### config.mk
export PLATFORM = sky130hd
export DESIGN_NAME = monta_senha
export DESIGN_NICKNAME = d
export VERILOG_FILES = /design/src/rtl/fechadura_pkg.sv /design/src/rtl/buffer_digitos.sv /design/src/rtl/monta_senha.sv
export SDC_FILE = /design/constraint.sdc
export NUM_CORES = 1
export LEC_CHECK = 0
export ABC_CLOCK_PERIOD_IN_PS = 3200
export CAP_MARGIN = 5
export CORE_MARGIN = 1
export CORE_UTILIZATION = 28
export DETAILED_ROUTE_END_ITERATION = 7
export DONT_BUFFER_PORTS = 1
export RECOVER_POWER = 25
export SLEW_MARGIN = 20
export SYNTH_ARGS = -nofsm -noshare
export SYNTH_HDL_FRONTEND = slang
export SYNTH_HIERARCHICAL = 1
export SYNTH_SLANG_ARGS = --single-unit
### constraint.sdc
create_clock -name clk -period 3.2 [get_ports clk]
set_input_delay 0.64 -clock clk [delete_from_list [all_inputs] [get_ports clk]]
set_output_delay 0.64 -clock clk [all_outputs]
set_load 0.005 [all_outputs]
### src/rtl/fechadura_pkg.sv
// rtl/fechadura_pkg.sv - shared password buffer type, key codes and FSM states
package fechadura_pkg;

  localparam int unsigned N_DIGITOS_PAC = 20;

  typedef struct packed {
    logic [N_DIGITOS_PAC-1:0][3:0] digits;
  } senhaPac_t;

  localparam logic [3:0] TECLA_LIMPA  = 4'hA;
  localparam logic [3:0] TECLA_ENVIA  = 4'hB;
  localparam logic [3:0] DIGITO_VAZIO = 4'hF;

  localparam senhaPac_t SENHA_VAZIA = senhaPac_t'({N_DIGITOS_PAC{DIGITO_VAZIO}});

  typedef enum logic [2:0] {
    IDLE,
    COLETANDO,
    ENVIANDO,
    AGUARDANDO,
    RESULTADO
  } estado_t;

  function automatic logic eh_digito(input logic [3:0] k);
    return k <= 4'h9;
  endfunction

endpackage

### src/rtl/buffer_digitos.sv
// rtl/buffer_digitos.sv - digit buffer that fills oldest-first, then slides a window once full
module buffer_digitos
  import fechadura_pkg::*;
#(
  parameter int unsigned N_DIGITS = 20
) (
  input  logic       clk,
  input  logic       rst,
  input  logic       clr,
  input  logic       wr_en,
  input  logic [3:0] din,
  output logic       full,
  output logic [4:0] count,
  output senhaPac_t  dout
);

  senhaPac_t  buf_q;
  logic [4:0] count_q;

  assign full  = (count_q == 5'(N_DIGITS));
  assign count = count_q;
  assign dout  = buf_q;

  always_ff @(posedge clk) begin
    if (rst || clr) begin
      buf_q   <= SENHA_VAZIA;
      count_q <= '0;
    end else if (wr_en) begin
      if (full) begin
        // keep the most recent N_DIGITS keys: drop digits[0], append at the top
        for (int i = 0; i < int'(N_DIGITS) - 1; i++) begin
          buf_q.digits[i] <= buf_q.digits[i+1];
        end
        buf_q.digits[N_DIGITS-1] <= din;
      end else begin
        buf_q.digits[count_q] <= din;
        count_q               <= count_q + 5'd1;
      end
    end
  end

endmodule

### src/rtl/monta_senha.sv
// rtl/monta_senha.sv - collects keypad digits, submits them to the verifier and reports the verdict
module monta_senha
  import fechadura_pkg::*;
#(
  parameter int unsigned N_DIGITS       = 20,
  parameter int unsigned TIMEOUT_CYCLES = 50_000_000,
  parameter int unsigned WAIT_MAX       = 64
) (
  input  logic       clk,
  input  logic       rst,
  input  logic       key_valid,
  input  logic [3:0] key_code,
  output senhaPac_t  senha_real,
  output logic       senha_valid,
  input  logic       done,
  input  logic       senha_ok,
  output logic       acesso_ok,
  output logic       acesso_negado,
  output logic       ocupado,
  output logic [4:0] n_digitos
);

  localparam int unsigned TMO_W  = $clog2(TIMEOUT_CYCLES + 1);
  localparam int unsigned WAIT_W = $clog2(WAIT_MAX + 1);
  localparam logic [TMO_W-1:0] TMO_MAX = '1;

  estado_t           estado_q;
  logic [TMO_W-1:0]  tmo_q;
  logic [WAIT_W-1:0] espera_q;
  logic [WAIT_W-1:0] espera_d;
  logic              senha_valid_q;
  logic              acesso_ok_q;
  logic              acesso_negado_q;
  logic              ocupado_q;

  logic tecla_dig;
  logic tecla_limpa;
  logic tecla_envia;
  logic tecla_aceita;
  logic tmo_fim;
  logic buf_clr;
  logic buf_wr;
  logic buf_cheio;

  assign tecla_dig    = key_valid && eh_digito(key_code);
  assign tecla_limpa  = key_valid && (key_code == TECLA_LIMPA);
  assign tecla_envia  = key_valid && (key_code == TECLA_ENVIA);
  assign tecla_aceita = tecla_dig || tecla_limpa || tecla_envia;
  assign tmo_fim      = (tmo_q == TMO_W'(TIMEOUT_CYCLES - 1));
  assign espera_d     = espera_q + 1'b1;

  // buffer writes only while collecting; it stays frozen from ENVIANDO until RESULTADO ends
  always_comb begin
    buf_clr = 1'b0;
    buf_wr  = 1'b0;
    case (estado_q)
      IDLE: buf_wr = tecla_dig;
      COLETANDO: begin
        buf_wr  = tecla_dig;
        buf_clr = tecla_limpa || (!tecla_aceita && tmo_fim);
      end
      RESULTADO: buf_clr = 1'b1;
      default: ;
    endcase
  end

  buffer_digitos #(
    .N_DIGITS (N_DIGITS)
  ) u_buffer (
    .clk   (clk),
    .rst   (rst),
    .clr   (buf_clr),
    .wr_en (buf_wr),
    .din   (key_code),
    .full  (buf_cheio),
    .count (n_digitos),
    .dout  (senha_real)
  );

  always_ff @(posedge clk) begin
    if (!rst) begin
      assert (buf_cheio == (n_digitos == 5'(N_DIGITS)));
    end
  end

  always_ff @(posedge clk) begin
    if (rst) begin
      estado_q        <= IDLE;
      tmo_q           <= '0;
      espera_q        <= '0;
      senha_valid_q   <= 1'b0;
      acesso_ok_q     <= 1'b0;
      acesso_negado_q <= 1'b0;
      ocupado_q       <= 1'b0;
    end else begin
      senha_valid_q   <= 1'b0;
      acesso_ok_q     <= 1'b0;
      acesso_negado_q <= 1'b0;
      case (estado_q)
        IDLE: begin
          tmo_q <= '0;
          if (tecla_dig) estado_q <= COLETANDO;
        end
        COLETANDO: begin
          if (tecla_aceita)         tmo_q <= '0;
          else if (tmo_q != TMO_MAX) tmo_q <= tmo_q + 1'b1;
          if (tecla_envia) begin
            estado_q      <= ENVIANDO;
            senha_valid_q <= 1'b1;
            ocupado_q     <= 1'b1;
          end else if (tecla_limpa || (!tecla_aceita && tmo_fim)) begin
            estado_q <= IDLE;
          end
        end
        ENVIANDO: begin
          estado_q <= AGUARDANDO;
          espera_q <= '0;
        end
        AGUARDANDO: begin
          espera_q <= espera_d;
          // done has priority over the wait limit expiring in the same cycle
          if (done) begin
            estado_q        <= RESULTADO;
            acesso_ok_q     <= senha_ok;
            acesso_negado_q <= !senha_ok;
          end else if (espera_d == WAIT_W'(WAIT_MAX)) begin
            estado_q        <= RESULTADO;
            acesso_negado_q <= 1'b1;
          end
        end
        RESULTADO: begin
          estado_q  <= IDLE;
          ocupado_q <= 1'b0;
        end
        default: estado_q <= IDLE;
      endcase
    end
  end

  assign senha_valid   = senha_valid_q;
  assign acesso_ok     = acesso_ok_q;
  assign acesso_negado = acesso_negado_q;
  assign ocupado       = ocupado_q;

endmodule

==> results.toml <==
[logic_synthesis]
yosysTopAreaCellShare = 0.3796
synthesis.nets = 802
synth_ff_type = "dfxtp_1"
synthTopCellsByArea = "dfxtp_1 (38%), a32oi_1 (6.4%), nand2_1 (5.0%), mux2i_1 (3.2%), a21oi_1 (3.0%)"
ys_warn_count = 6
synth_area_sq_mm = 0.006593
synth_edf_count = 0
syn_area_per_cell_sq_um = 8.387
ys_seq_area_frac = 0.3796
yosys.cell_types.count = 75
ys_ff_latch = 125
postSynthCellCount = 786
synth_area_leader_cell = "dfxtp_1"
async_reset_ff_frac = 0

[clock_tree]
cts_buffer_depth = 2
clock-root-buffer = "clkbuf_16"
cts_tree = "done"
clock_sinks = 125
clock_latency_ns = 0.43
hold_buffers = 0
cts.repair.resized = 0
cts_buffers = 17
cts_setup_buffers = 0
cts_max_level = 4
clk_pin_slew_ns = 0.06

[grt]
grt_use_total = 0.1704
antenna_found_initial = 0
grt.overflow.total = 0
grt_max_degree = 59
grt_pass1_vias = 5670
grt_first_pass_wirelength_um = 32040

[sta]
min_period_over_period = 0.9132
tightest_slew_ns = 0.9728
hold_viol = 0
clock.fmax_mhz = 342.2
clock_skew_ns = 0.01263
fin_setup_tns_ns = 0
rsz0062_at_grt = "no"
max_slew_margin = 0.3508
finalCriticalPeriod_ns = 2.922
slew_violations = 0
setup_viol = 0

[worst_setup_path]
crit_path_max_fanout = 17
cp-endpoint = "u_buffer/dout[38]$_SDFFE_PP1P_"
rrSetupSlack_ns = 0.28
cp.required_ns = 3.54
startpoint_type = "flop"
cp_cell_sequence = "ha_1, nand3_2, or3_1, nor4_1, buf_4, o21ai_1, a21oi_1, buf_12, or2_2, buf_12, nor4_1, a211oi_1"
crit_start = "tmo_q[0]$_SDFFE_PP0P_"
cp-end-kind = "flop"
r2r_cells = 12
r2r_end = "u_buffer/dout[38]$_SDFFE_PP1P_"
criticalPathCategory = "flop to flop"
r2r-start = "tmo_q[0]$_SDFFE_PP0P_"
critPathMaxStageDelay_ns = 0.40
slowest_stage = "dfxtp_1"
arrival_ns = 3.26

[floorplanning]
core_sq_mm = 0.02285
die-area_sq_mm = 0.02416
num_io_pins = 98
initial_core_util = 0.2886
die_y_um = 155.4
die_x_um = 155.4
num_rows = 55

[final_layout]
area_growth_pct = 12.39
diodes = 0
final_cell_area_sq_mm = 0.007410
most-common-layout-cells = "dfxtp_1 (125), nand2_1 (87), nor2_1 (48), a32oi_1 (48), a21oi_1 (39)"
fillers = 2421
drive_gt1_frac = 0.1117
nets = 773
mostFrequentLayoutCell = "dfxtp_1"

[power]
powerDensity_mw_per_mm2 = 488.3
power_leakage_nw = 2.580
irDropWorstVdd_uv = 375.7

[place]
dp_hpwl_um = 13930
port_buffers = 0
gp_congestion = 0.8267
placed_cell_area_sq_mm = 0.006843

[routing]
wl_per_cell_um = 19.03
drt-total-wl_um = 20610
dr.first_iter.drc_count = 540
ant_nets = 0
num_vias = 6161
drc_errors = 0
firstDrtPassIters = 6
vias_per_cell = 5.689

[job]
drv_cap = 0

[hold_path]
hold_class = "primary input to flop"
min_from = "rst"

[status]
status = "finished clean"
-- cells in the mapped netlist (all sizes together) (13+ instances only) --
cell type	n
nor4	17
nand3	24
nor3	24
a31oi	19
dfxtp	125
buf	26
a211oi	13
o21ai	35
a21oi	39
nand2	87
inv	33
clkbuf	41
mux2i	21
o211ai	14
nor2	50
a32oi	48
nand4	15
-- critical path, delay by kind of cell (launching register included) --
family	cells	cell delay, ns
DFF	1	0.40
buffers and inverters	3	0.52
adders and majority gates	1	0.23
AOI/OAI and AO/OA	3	0.59
and+or+nand+nor	5	1.08
-- logic make-up (layout without fill, tap and decap cells) --
family,Yosys count,in the layout,synth area share
compound gates,230,230,0.2555
mux,27,27,0.04213
buf+inv,100,84,0.06832
simple gates,293,293,0.2359
flops,125,125,0.3796
xor+xnor,4,4,0.005315
fa+ha+maj,7,7,0.01328
-- worst min path at each step --
stage | to | slack [ns] | cells after the start
final | tmo_q[21]$_SDFFE_PP0P_ | 0.27 | 1
after global routing | tmo_q[21]$_SDFFE_PP0P_ | 0.26 | 1
after CTS | tmo_q[21]$_SDFFE_PP0P_ | 0.26 | 1
after detailed placement | tmo_q[1]$_SDFFE_PP0P_ | 0.49 | 2
after global placement | espera_q[6]$_SDFFE_PP0P_ | 0.48 | 2
after floorplan | u_buffer/dout[56]$_SDFFE_PP1P_ | 0.45 | 2
-- metal layers --
layer,GRT usage,wire (um),share of wire,up-vias
li1,-,-,-,2940
met1,0.2223,9403,0.46,2968
met2,0.2550,9023,0.44,224
met3,0.05989,1764,0.086,29
met4,0.06769,414,0.020,0
met5,0,0,0,-
-- final cells by class --
cell class | count | area, sq um | share of cell area
repair buffers | 19 | 176.4 | 0.02381
multi-input cells | 561 | 3645 | 0.4919
well taps | 313 | 391.6 | 0.05285
inverters | 33 | 123.9 | 0.01672
clock buffers | 17 | 425.4 | 0.05741
flip-flops and latches | 125 | 2502 | 0.3377
clock inverters | 15 | 145.1 | 0.01959
-- where the power goes --
group	internal [W]	switching, W	total, W
sequential	0.00156	0.0000101	0.00157
combinational	0.0000538	0.000112	0.000166
clock	0.00103	0.000848	0.00188
-- sequential cells by signal, indices dropped and copies added (netlist names) --
register	cells
senha_valid	1
acesso_negado	1
espera_q	7
u_buffer/dout	80
estado_q	3
u_buffer/count	5
ocupado	1
acesso_ok	1
tmo_q	26
-- stage by stage --
| step | utilization | std cells | hold slack [ns] | setup WS (ns) | power [W] |
|---|---|---|---|---|---|
| after detailed placement | 0.2995 | 1051 | 0.4868 | 0.2690 | 0.001772 |
| after floorplan | - | 786 | 0.4529 | 0.3759 | 0.001734 |
| after global routing | 0.3243 | 1083 | 0.2650 | 0.04368 | 0.003735 |
| final | 0.3243 | 1083 | 0.2748 | 0.2777 | 0.003618 |
| after CTS | 0.3245 | 1083 | 0.2608 | 0.2846 | 0.003645 |
| after global placement | 0.2995 | 1051 | 0.4760 | 0.3284 | 0.001772 |
No activity file was read; power rests on OpenSTA's default activity.
